[config.mk]
export PLATFORM = sky130hd
export DESIGN_NAME = bcd2bin_16
export DESIGN_NICKNAME = d
export VERILOG_FILES = /design/src/rtl/bcd2bin_16.sv
export SDC_FILE = /design/constraint.sdc
export NUM_CORES = 1
export LEC_CHECK = 0
export CAP_MARGIN = 0
export CORE_MARGIN = 10
export CORE_UTILIZATION = 33
export DETAILED_ROUTE_END_ITERATION = 7
export SLEW_MARGIN = 20
export SYNTH_ARGS = -nofsm -noshare
export SYNTH_HDL_FRONTEND = slang
export SYNTH_SLANG_ARGS = --single-unit
[constraint.sdc]
create_clock -name clk -period 4.2 [get_ports clk]
set_clock_uncertainty 0.1 [all_clocks]
set_input_delay 0.84 -clock clk [delete_from_list [all_inputs] [get_ports clk]]
set_output_delay 0.84 -clock clk [all_outputs]
set_load 0.02 [all_outputs]
[src/rtl/bcd2bin_16.sv]
// Five-digit BCD to 16-bit binary converter: one digit per clock, MSD first,
// with saturation on overflow and an error flag for non-decimal digits.
module bcd2bin_16 (
    input  logic        clk,
    input  logic        rst_n,
    input  logic        start,
    input  logic [3:0]  BCD_0,
    input  logic [3:0]  BCD_1,
    input  logic [3:0]  BCD_2,
    input  logic [3:0]  BCD_3,
    input  logic [3:0]  BCD_4,
    output logic [15:0] bin,
    output logic        done,
    output logic        busy,
    output logic        ovf,
    output logic        err
);

    localparam logic [0:0] IDLE = 1'b0;
    localparam logic [0:0] CONV = 1'b1;

    logic [0:0]  r_state;
    logic [16:0] r_acc;
    logic [2:0]  r_idx;
    logic [3:0]  r_d0, r_d1, r_d2, r_d3, r_d4;
    logic        r_invalid;
    logic [15:0] r_bin;
    logic        r_done;
    logic        r_busy;
    logic        r_ovf;
    logic        r_err;

    logic [3:0]  w_digit;
    logic [16:0] w_acc_next;
    logic        w_any_invalid;
    logic        w_last;

    always_comb begin
        w_digit = r_d0;
        case (r_idx)
            3'd4:    w_digit = r_d4;
            3'd3:    w_digit = r_d3;
            3'd2:    w_digit = r_d2;
            3'd1:    w_digit = r_d1;
            default: w_digit = r_d0;
        endcase
    end

    // acc*10 built from shifts; 99999 is the largest reachable value, so 17 bits never wrap
    assign w_acc_next    = (r_acc << 3) + (r_acc << 1) + {13'd0, w_digit};
    assign w_any_invalid = (BCD_0 > 4'd9) || (BCD_1 > 4'd9) || (BCD_2 > 4'd9) ||
                           (BCD_3 > 4'd9) || (BCD_4 > 4'd9);
    assign w_last        = (r_idx == 3'd0);

    always_ff @(posedge clk or negedge rst_n) begin
        if (!rst_n) begin
            r_state   <= IDLE;
            r_acc     <= '0;
            r_idx     <= '0;
            r_d0      <= '0;
            r_d1      <= '0;
            r_d2      <= '0;
            r_d3      <= '0;
            r_d4      <= '0;
            r_invalid <= 1'b0;
            r_bin     <= '0;
            r_done    <= 1'b0;
            r_busy    <= 1'b0;
            r_ovf     <= 1'b0;
            r_err     <= 1'b0;
        end else begin
            r_done <= 1'b0;
            case (r_state)
                IDLE: begin
                    if (start) begin
                        r_d0      <= BCD_0;
                        r_d1      <= BCD_1;
                        r_d2      <= BCD_2;
                        r_d3      <= BCD_3;
                        r_d4      <= BCD_4;
                        r_invalid <= w_any_invalid;
                        r_acc     <= '0;
                        r_idx     <= 3'd4;
                        r_busy    <= 1'b1;
                        r_state   <= CONV;
                    end
                end
                CONV: begin
                    r_acc <= w_acc_next;
                    if (w_last) begin
                        r_idx   <= '0;
                        r_busy  <= 1'b0;
                        r_done  <= 1'b1;
                        r_state <= IDLE;
                        if (r_invalid) begin
                            r_bin <= '0;
                            r_ovf <= 1'b0;
                            r_err <= 1'b1;
                        end else if (w_acc_next[16]) begin
                            r_bin <= '1;
                            r_ovf <= 1'b1;
                            r_err <= 1'b0;
                        end else begin
                            r_bin <= w_acc_next[15:0];
                            r_ovf <= 1'b0;
                            r_err <= 1'b0;
                        end
                    end else begin
                        r_idx <= r_idx - 3'd1;
                    end
                end
            endcase
        end
    end

    assign bin  = r_bin;
    assign done = r_done;
    assign busy = r_busy;
    assign ovf  = r_ovf;
    assign err  = r_err;

endmodule

* Word level (Yosys, flattened, before mapping)
Index checks and enable logic that the tools add are counted.
Storage, ports and cells: register bits after elaboration 61, bits of input ports 23, output and inout port bits 20, logic and storage cells 56
Cells by class: $add $sub $neg 3, magnitude comparators 5, equal/unequal tests 6, muxes and demuxes 19, bitwise gates (word level) 1, reduce and logical (&&, ||, !) cells 8
Operators with widths (count):
- 2-to-1 mux 16 bit | 3
- case mux 16 bit (2 select lines) | 1
- > comparator 4 bit (second input constant) | 5
- adder 17 bit | 1
- adder 17 x 4 -> 17 bit | 1
- case mux 4 bit (4 select lines) | 1
- 2-to-1 mux 1 bit | 9
- equality test 3 x 2 -> 1 bit (second input constant) | 2
- 2-to-1 mux 3 bit | 2
- case mux 3 bit (2 select lines) | 1
- AND reduction 2 bit | 3
- logical OR 1 bit | 4
- case mux 1 bit (2 select lines) | 2
- equality test 3 x 1 -> 1 bit (second input constant) | 1
- equality test 3 bit (second input constant) | 1
- zero test 3 bit | 1
- subtractor 3 x 1 -> 3 bit (second input constant) | 1
- != test 2 x 1 -> 1 bit (second input constant) | 1
- != test 2 bit (second input constant) | 1
- NOT 1 bit | 1

* Depth between registers and ports, before layout
Gate-level depths: netlist (run 1).
depth after elaboration 5, mapped depth 17, mapped depth without buffers 15

* Worst setup path after synthesis (run 1)
OpenSTA, ideal clock, no wires.
kind register to register, from register r_idx[2], to register r_bin[14], in the netlist bin[14], setup time 0.124 ns, arrival time 3.361 ns, data required time 3.976 ns, slack 0.615 ns, stages on the path, launching flop included 15, buffers on the path 2, clock period less this slack 3.585 ns, cells stage by stage dfrtp_1 -> clkbuf_1 -> clkbuf_1 -> mux2i_1 -> nand2_1 -> nand3_1 -> fa_1 -> fa_1 -> nor2b_1 -> o2111ai_2 -> a21oi_2 -> and2b_1 -> o21ai_0 -> xor2_1 -> o31a_1
Between the ends: word-level cells in the longest chain between the ends 5, elaborated cells between the ends (all ways) 10, those cells by class add/sub (1); eq/ne (4); mux (3); reduce/logical (2)
Ends and longest elaborated chain:
- from (decl) | RTL line 24 | logic [2:0] r_idx;
- from (signal assigned) | RTL line 109 | r_idx <= r_idx - 3'd1;
- equality test 3 x 1 -> 1 bit (tied with other cells) | RTL line 40 | case (r_idx)
- case mux 4 bit (4 select lines) | RTL line 40
- adder 17 x 4 -> 17 bit | RTL line 50 | assign w_acc_next = (r_acc << 3) + (r_acc << 1) + {13'd0, w_digit};
- 2-to-1 mux 16 bit | RTL line 99 | end else if (w_acc_next[16]) begin
- 2-to-1 mux 16 bit | RTL line 95 | if (r_invalid) begin
- to (signal assigned) | RTL line 104 | r_bin <= w_acc_next[15:0];
- to (decl) | RTL line 27 | logic [15:0] r_bin;
Several ways; a longest one is shown, not always the timed one. A chain may end at the register's enable or synchronous reset.

* Final worst setup path (run 1)
from register r_idx[0], to register r_bin[7], in the netlist bin[7]
Same word-level chain as after synthesis.

==> summary.txt, run 1 <==
Global-route wire length before repair -> 13.9 mm
Mapped Cells -> 338
Fin nets -> 434
Final hold vios -> 0
Routed via count -> 2644
Initial drt markers -> 139
Register area share after synthesis -> 0.438
Routed vias/inst -> 5.07
Post-Synth XOR/XNOR Area -> 0.0302
Dpl ws -> 0.426 ns
Post-route minimum period -> 3.79 ns
Initial antenna violation count -> 0
Crit-path cells -> mux2_2 > o21ai_0 > a21oi_1 > ha_1 > ha_1 > inv_1 > fa_1 > nor2b_1 > o2111ai_2 > a21oi_2 > or4b_4 > a22oi_4 > o21ai_0 > nand2_1
Status -> complete, no violations
Cts hold-fix bufs -> 0
# IOs -> 43
GRT Util Overall -> 0.114
GPL Wtd Cong -> 0.865
Largest net degree at the start of global routing -> 39
Post-synth top area cell -> dfrtp_1
Worst slew pin tran -> 0.892 ns
Placed wire-length estimate -> 6.18 mm
Clock sinks -> 61
Port bufs -> 42
Worst Path Required -> 4.38 ns
Max cap viols -> 0
Worst Setup Slack, final -> 0.412 ns
Main flop type after synthesis -> dfrtp_1
Clk_lat worst skew -> 0.34 ns
Fill cell count -> 1001
Unrepaired setup endpoints after global routing -> false
Setup CP Type -> flop to flop
Critical path's largest stage delay -> 0.56 ns
Nature of the critical path startpoint -> flop
Yosys warning total -> 0
CORE AREA -> 10300 µm²
Share of cells above drive strength 1 -> 0.135
FF+latch area -> 1530 µm²
FFs w/ async S/R, synth -> 1.00
Yosys cell types -> 47
CTS tree -> yes
Total routed wirelength -> 8.20 mm
Die width -> 123 µm
Crit-path max FO -> 17
Initial Utilization -> 0.337
Synth Area in Compound Gates -> 0.177
Adder-cell share of the synthesized area -> 0.112
Post-synth top cells -> dfrtp_1 (61), nand2_1 (48), ha_1 (28)
Post-Syn Area per Cell -> 10.3 µm²
Clk pin slew, worst setup/hold paths -> 0.07 ns
Cell family with most CP delay -> compound AO/OA/AOI/OAI gates
Final period utilization -> 0.902
Slowest stage cell, crit path -> dfrtp_1
Drt drc -> 0
# rows -> 37
CTS Root Cell -> clkbuf_8
Global route total overflow -> 0
Clock tree buffer depth -> 2
DIE AREA -> 15100 µm²
Yosys top cell area share -> 0.438
CP endpoint kind -> flop
Max_slew headroom -> 0.406
Final Max Slew Viols -> 0
Htree depth -> 3
Final setup violation count -> 0
Antenna cell count -> 0
Largest family of logic cells by synthesized area -> compound AO/OA/AOI/OAI gates
Area contributors post-synth -> dfrtp_1 (44%), ha_1 (10%), mux2_2 (6.8%), nand2_1 (5.2%), o21ai_0 (3.4%)
TritonCTS Buffers -> 9
Routed Antenna Nets -> 0
Die Height -> 123 µm
Wire per inst -> 15.7 µm
Post_cts resized -> 0
WP buf/inv -> 1
Vias in the first global route -> 2793
Hold Crit Class -> flop to flop
Post-synth EDFFs -> 0
Most common cell in the synthesized netlist -> dfrtp_1
Mux contribution to synthesized area -> 0.0952
Area grow syn2layout -> 21.8%
Simple-gate portion of the synthesized area -> 0.119
Post-CTS Setup Bufs -> 0
#FFs+latches synth -> 61
Syn nets -> 391
Post-Route Setup TNS -> 0 ns
Pre-Repair DR Iteration Count -> 4
Max Freq -> 0.264 GHz
Area of the multi-input gates -> 1860 µm²
Synthesized area -> 3480 µm²
CP arrival -> 3.97 ns
placed cells by master, fill, tap and decap left out, types with 2 or more instances in the layout:
| cell type | instances |
|---|---|
| clkinv_2 | 2 |
| ha_1 | 28 |
| clkbuf_8 | 11 |
| xor2_1 | 5 |
| xnor2_1 | 7 |
| o21a_1 | 4 |
| dfrtp_1 | 61 |
| clkdlybuf4s50_1 | 41 |
| fa_1 | 2 |
| and3_1 | 3 |
| mux4_2 | 2 |
| buf_4 | 5 |
| inv_1 | 9 |
| a21o_1 | 5 |
| a31oi_1 | 2 |
| nor2_1 | 20 |
| nand2_1 | 48 |
| o21ai_0 | 24 |
| mux2i_1 | 5 |
| a21oi_1 | 14 |
| a211oi_1 | 3 |
| o21bai_1 | 2 |
| a22o_1 | 13 |
| nand3_1 | 2 |
| o31ai_1 | 4 |
| mux2_2 | 21 |
| o21ai_1 | 9 |
| nor2b_1 | 7 |
| nor3_1 | 4 |
sequential cells by signal, summed over array words and instances (netlist names), 3 cells and up:
name / count
r_d1: 4
r_d3: 4
r_d0: 4
r_d4: 4
r_idx: 3
r_d2: 4
r_acc: 16
bin: 16
tightest hold or removal path: cells and delay by family (launching register included):
family           cells  cell delay [ns]
DFF                  1             0.34
and+or+nand+nor      2             0.10
metal layers:
metal  track usage  vias to the layer above  part of all wire
li1              -                     1287                 -
met1         0.143                     1278              0.46
met2         0.184                       69              0.47
met3        0.0317                       10             0.049
met4        0.0412                        0             0.014
met5             0                        -                 0
metrics by stage:
stage	hold WS [ns]	utilization	instance area, µm²	std cells
2_1_floorplan	0.373	-	3480	338
6_report	0.375	0.411	4240	521
3_3_place_gp	0.364	0.392	4040	506
5_1_grt	0.406	0.411	4240	521
3_5_place_dp	0.362	0.392	4040	506
4_1_cts	0.379	0.411	4240	521
path summary, 6_finish.rpt:
kind | startpoint | to | slack, ns | cells after the start
worst min-delay path | bin[15] | bin[15] | 0.38 | 2
worst max-delay path | r_idx[0] | bin[7] | 0.41 | 14
worst min register to register | bin[15] | bin[15] | 0.38 | 2
max in group asynchronous | rst_n | r_acc[4] | 2.64 | 2
worst max register to register | r_idx[0] | bin[7] | 0.41 | 14
min in group asynchronous | rst_n | r_acc[10] | 0.51 | 1
cell type report:
type | instances | share of cell area
clock buffers | 11 | 0.0357
clock inverters | 4 | 0.0112
inverters | 9 | 0.00796
multi-input cells | 253 | 0.439
flip-flops and latches | 61 | 0.360
well taps | 136 | 0.0401
repair buffers | 47 | 0.107
cell families after synthesis:
| logic type | after synthesis |
|---|---|
| buf+inv | 24 |
| compound gates | 91 |
| xor+xnor | 12 |
| fa+ha+maj | 30 |
| simple gates | 92 |
| mux | 28 |
| flops | 61 |
Power of run 1 is not shown: default switching activity piles up to over one toggle a cycle in this logic, so the estimate is an artifact.
==> run 2: changes to the inputs <==
CTS_CLUSTER_DIAMETER = 200   (was unset)
==> results of run 2 <==
No change in the layout: final DEF, timing and power equal those of run 1.
Power of run 2 is left out for the same reason.
==> run 3: changes to the inputs <==
CORE_MARGIN = 2   (was 10)
==> summary.txt, run 3 (synthesized netlist as in run 1, its figures left out) <==
Most common cell after layout, fill and taps aside -> dfrtp_1
Global route total overflow -> 0
Final setup violation count -> 0
# IOs -> 43
Global-route wire length before repair -> 13.3 mm
Unrepaired setup endpoints after global routing -> false
Fin nets -> 433
Largest net degree at the start of global routing -> 49
Crit-path max FO -> 17
Highest-count cells in the layout ignoring fill and taps -> dfrtp_1 (61), nand2_1 (48), clkdlybuf4s50_1 (41), ha_1 (28), o21ai_0 (24)
Initial antenna violation count -> 0
Cell family with most CP delay -> compound AO/OA/AOI/OAI gates
Final Max Slew Viols -> 0
Clock sinks -> 61
Crit. Startpoint -> r_idx[0]
Die width -> 107 µm
Total routed wirelength -> 7.91 mm
Post-CTS Setup Bufs -> 0
Routed Antenna Nets -> 0
Critical R2R Launch -> r_idx[0]
Post-Route Setup TNS -> 0 ns
Routed vias/inst -> 5.07
Share of cells above drive strength 1 -> 0.130
Max cap viols -> 0
Clk pin slew, worst setup/hold paths -> 0.07 ns
Clock tree buffer depth -> 2
Post-route minimum period -> 3.81 ns
CTS tree -> yes
Final hold vios -> 0
Critical path's largest stage delay -> 0.57 ns
Initial drt markers -> 94
Final period utilization -> 0.907
CORE AREA -> 10300 µm²
Nature of the critical path startpoint -> flop
Clk_lat worst skew -> 0.34 ns
Htree depth -> 3
Cts hold-fix bufs -> 0
Post_cts resized -> 0
DIE AREA -> 11400 µm²
Routed via count -> 2640
Worst Setup Slack, final -> 0.390 ns
Antenna cell count -> 0
Crit-path cells -> mux2_2 > o21ai_0 > a21oi_1 > ha_1 > ha_1 > inv_1 > fa_1 > nor2b_1 > o2111ai_2 > a21oi_2 > or4b_4 > a22oi_4 > o21ai_0 > nand2_1
Drt drc -> 0
CP endpoint kind -> flop
Initial Utilization -> 0.339
Hold Crit Class -> flop to flop
Die Height -> 107 µm
Worst Path Required -> 4.38 ns
Worst slew pin tran -> 1.07 ns
Vias in the first global route -> 2714
Hold path start -> bin[15]
Slowest stage cell, crit path -> dfrtp_1
Wire per inst -> 15.2 µm
# rows -> 37
WP buf/inv -> 1
CP arrival -> 3.99 ns
WHS -> 0.378 ns
GRT Util Overall -> 0.149
GPL Wtd Cong -> 0.879
CTS Root Cell -> clkbuf_8
Layout Utilization -> 0.413
Status -> complete, no violations
Dpl ws -> 0.400 ns
Placed wire-length estimate -> 5.99 mm
Area grow syn2layout -> 21.9%
Setup CP Type -> flop to flop
Max_slew headroom -> 0.285
Port bufs -> 42
TritonCTS Buffers -> 9
Max Freq -> 0.262 GHz
Fill cell count -> 1027
Pre-Repair DR Iteration Count -> 4
run 3: path summary, 6_finish.rpt:
check                            end  slack, ns  cells past startpoint
max in group asynchronous     bin[1]       2.97                      2
setup / recovery              bin[7]       0.39                     14
setup reg to reg              bin[7]       0.39                     14
hold reg to reg              bin[15]       0.38                      2
min in group asynchronous  r_acc[11]       0.41                      1
hold / removal               bin[15]       0.38                      2
run 3: final cells by class:
type / count / area (µm²) / area share
clock buffer: 11 / 131 / 0.0309
clock inverter: 5 / 75.1 / 0.0177
inverter: 9 / 33.8 / 0.00796
multi-input combinational: 253 / 1860 / 0.438
sequential: 61 / 1530 / 0.360
tap: 136 / 170 / 0.0401
timing repair buffer: 46 / 448 / 0.106
run 3: worst reg2reg max path, cell delays in order (launching register included):
cell       delay [ns]
dfrtp_1          0.57
mux2_2           0.38
o21ai_0          0.15
a21oi_1          0.09
ha_1             0.29
ha_1             0.23
inv_1            0.07
fa_1             0.20
nor2b_1          0.08
o2111ai_2        0.24
a21oi_2          0.10
or4b_4           0.53
a22oi_4          0.43
o21ai_0          0.19
nand2_1          0.10
run 3: metrics by stage:
step,cell area [µm²],std cells
finish,4250,521
global route,4250,521
CTS,4240,521
detailed placement,4040,505
global placement,4040,505
floorplan,3480,338
run 3: metal layers:
layer | share of wire | vias to the layer above | global-route usage
li1 | - | 1290 | -
met1 | 0.45 | 1273 | 0.183
met2 | 0.49 | 60 | 0.248
met3 | 0.039 | 17 | 0.0383
met4 | 0.025 | 0 | 0.0594
met5 | 0 | - | 0
Power of run 3 is left out for the same reason.
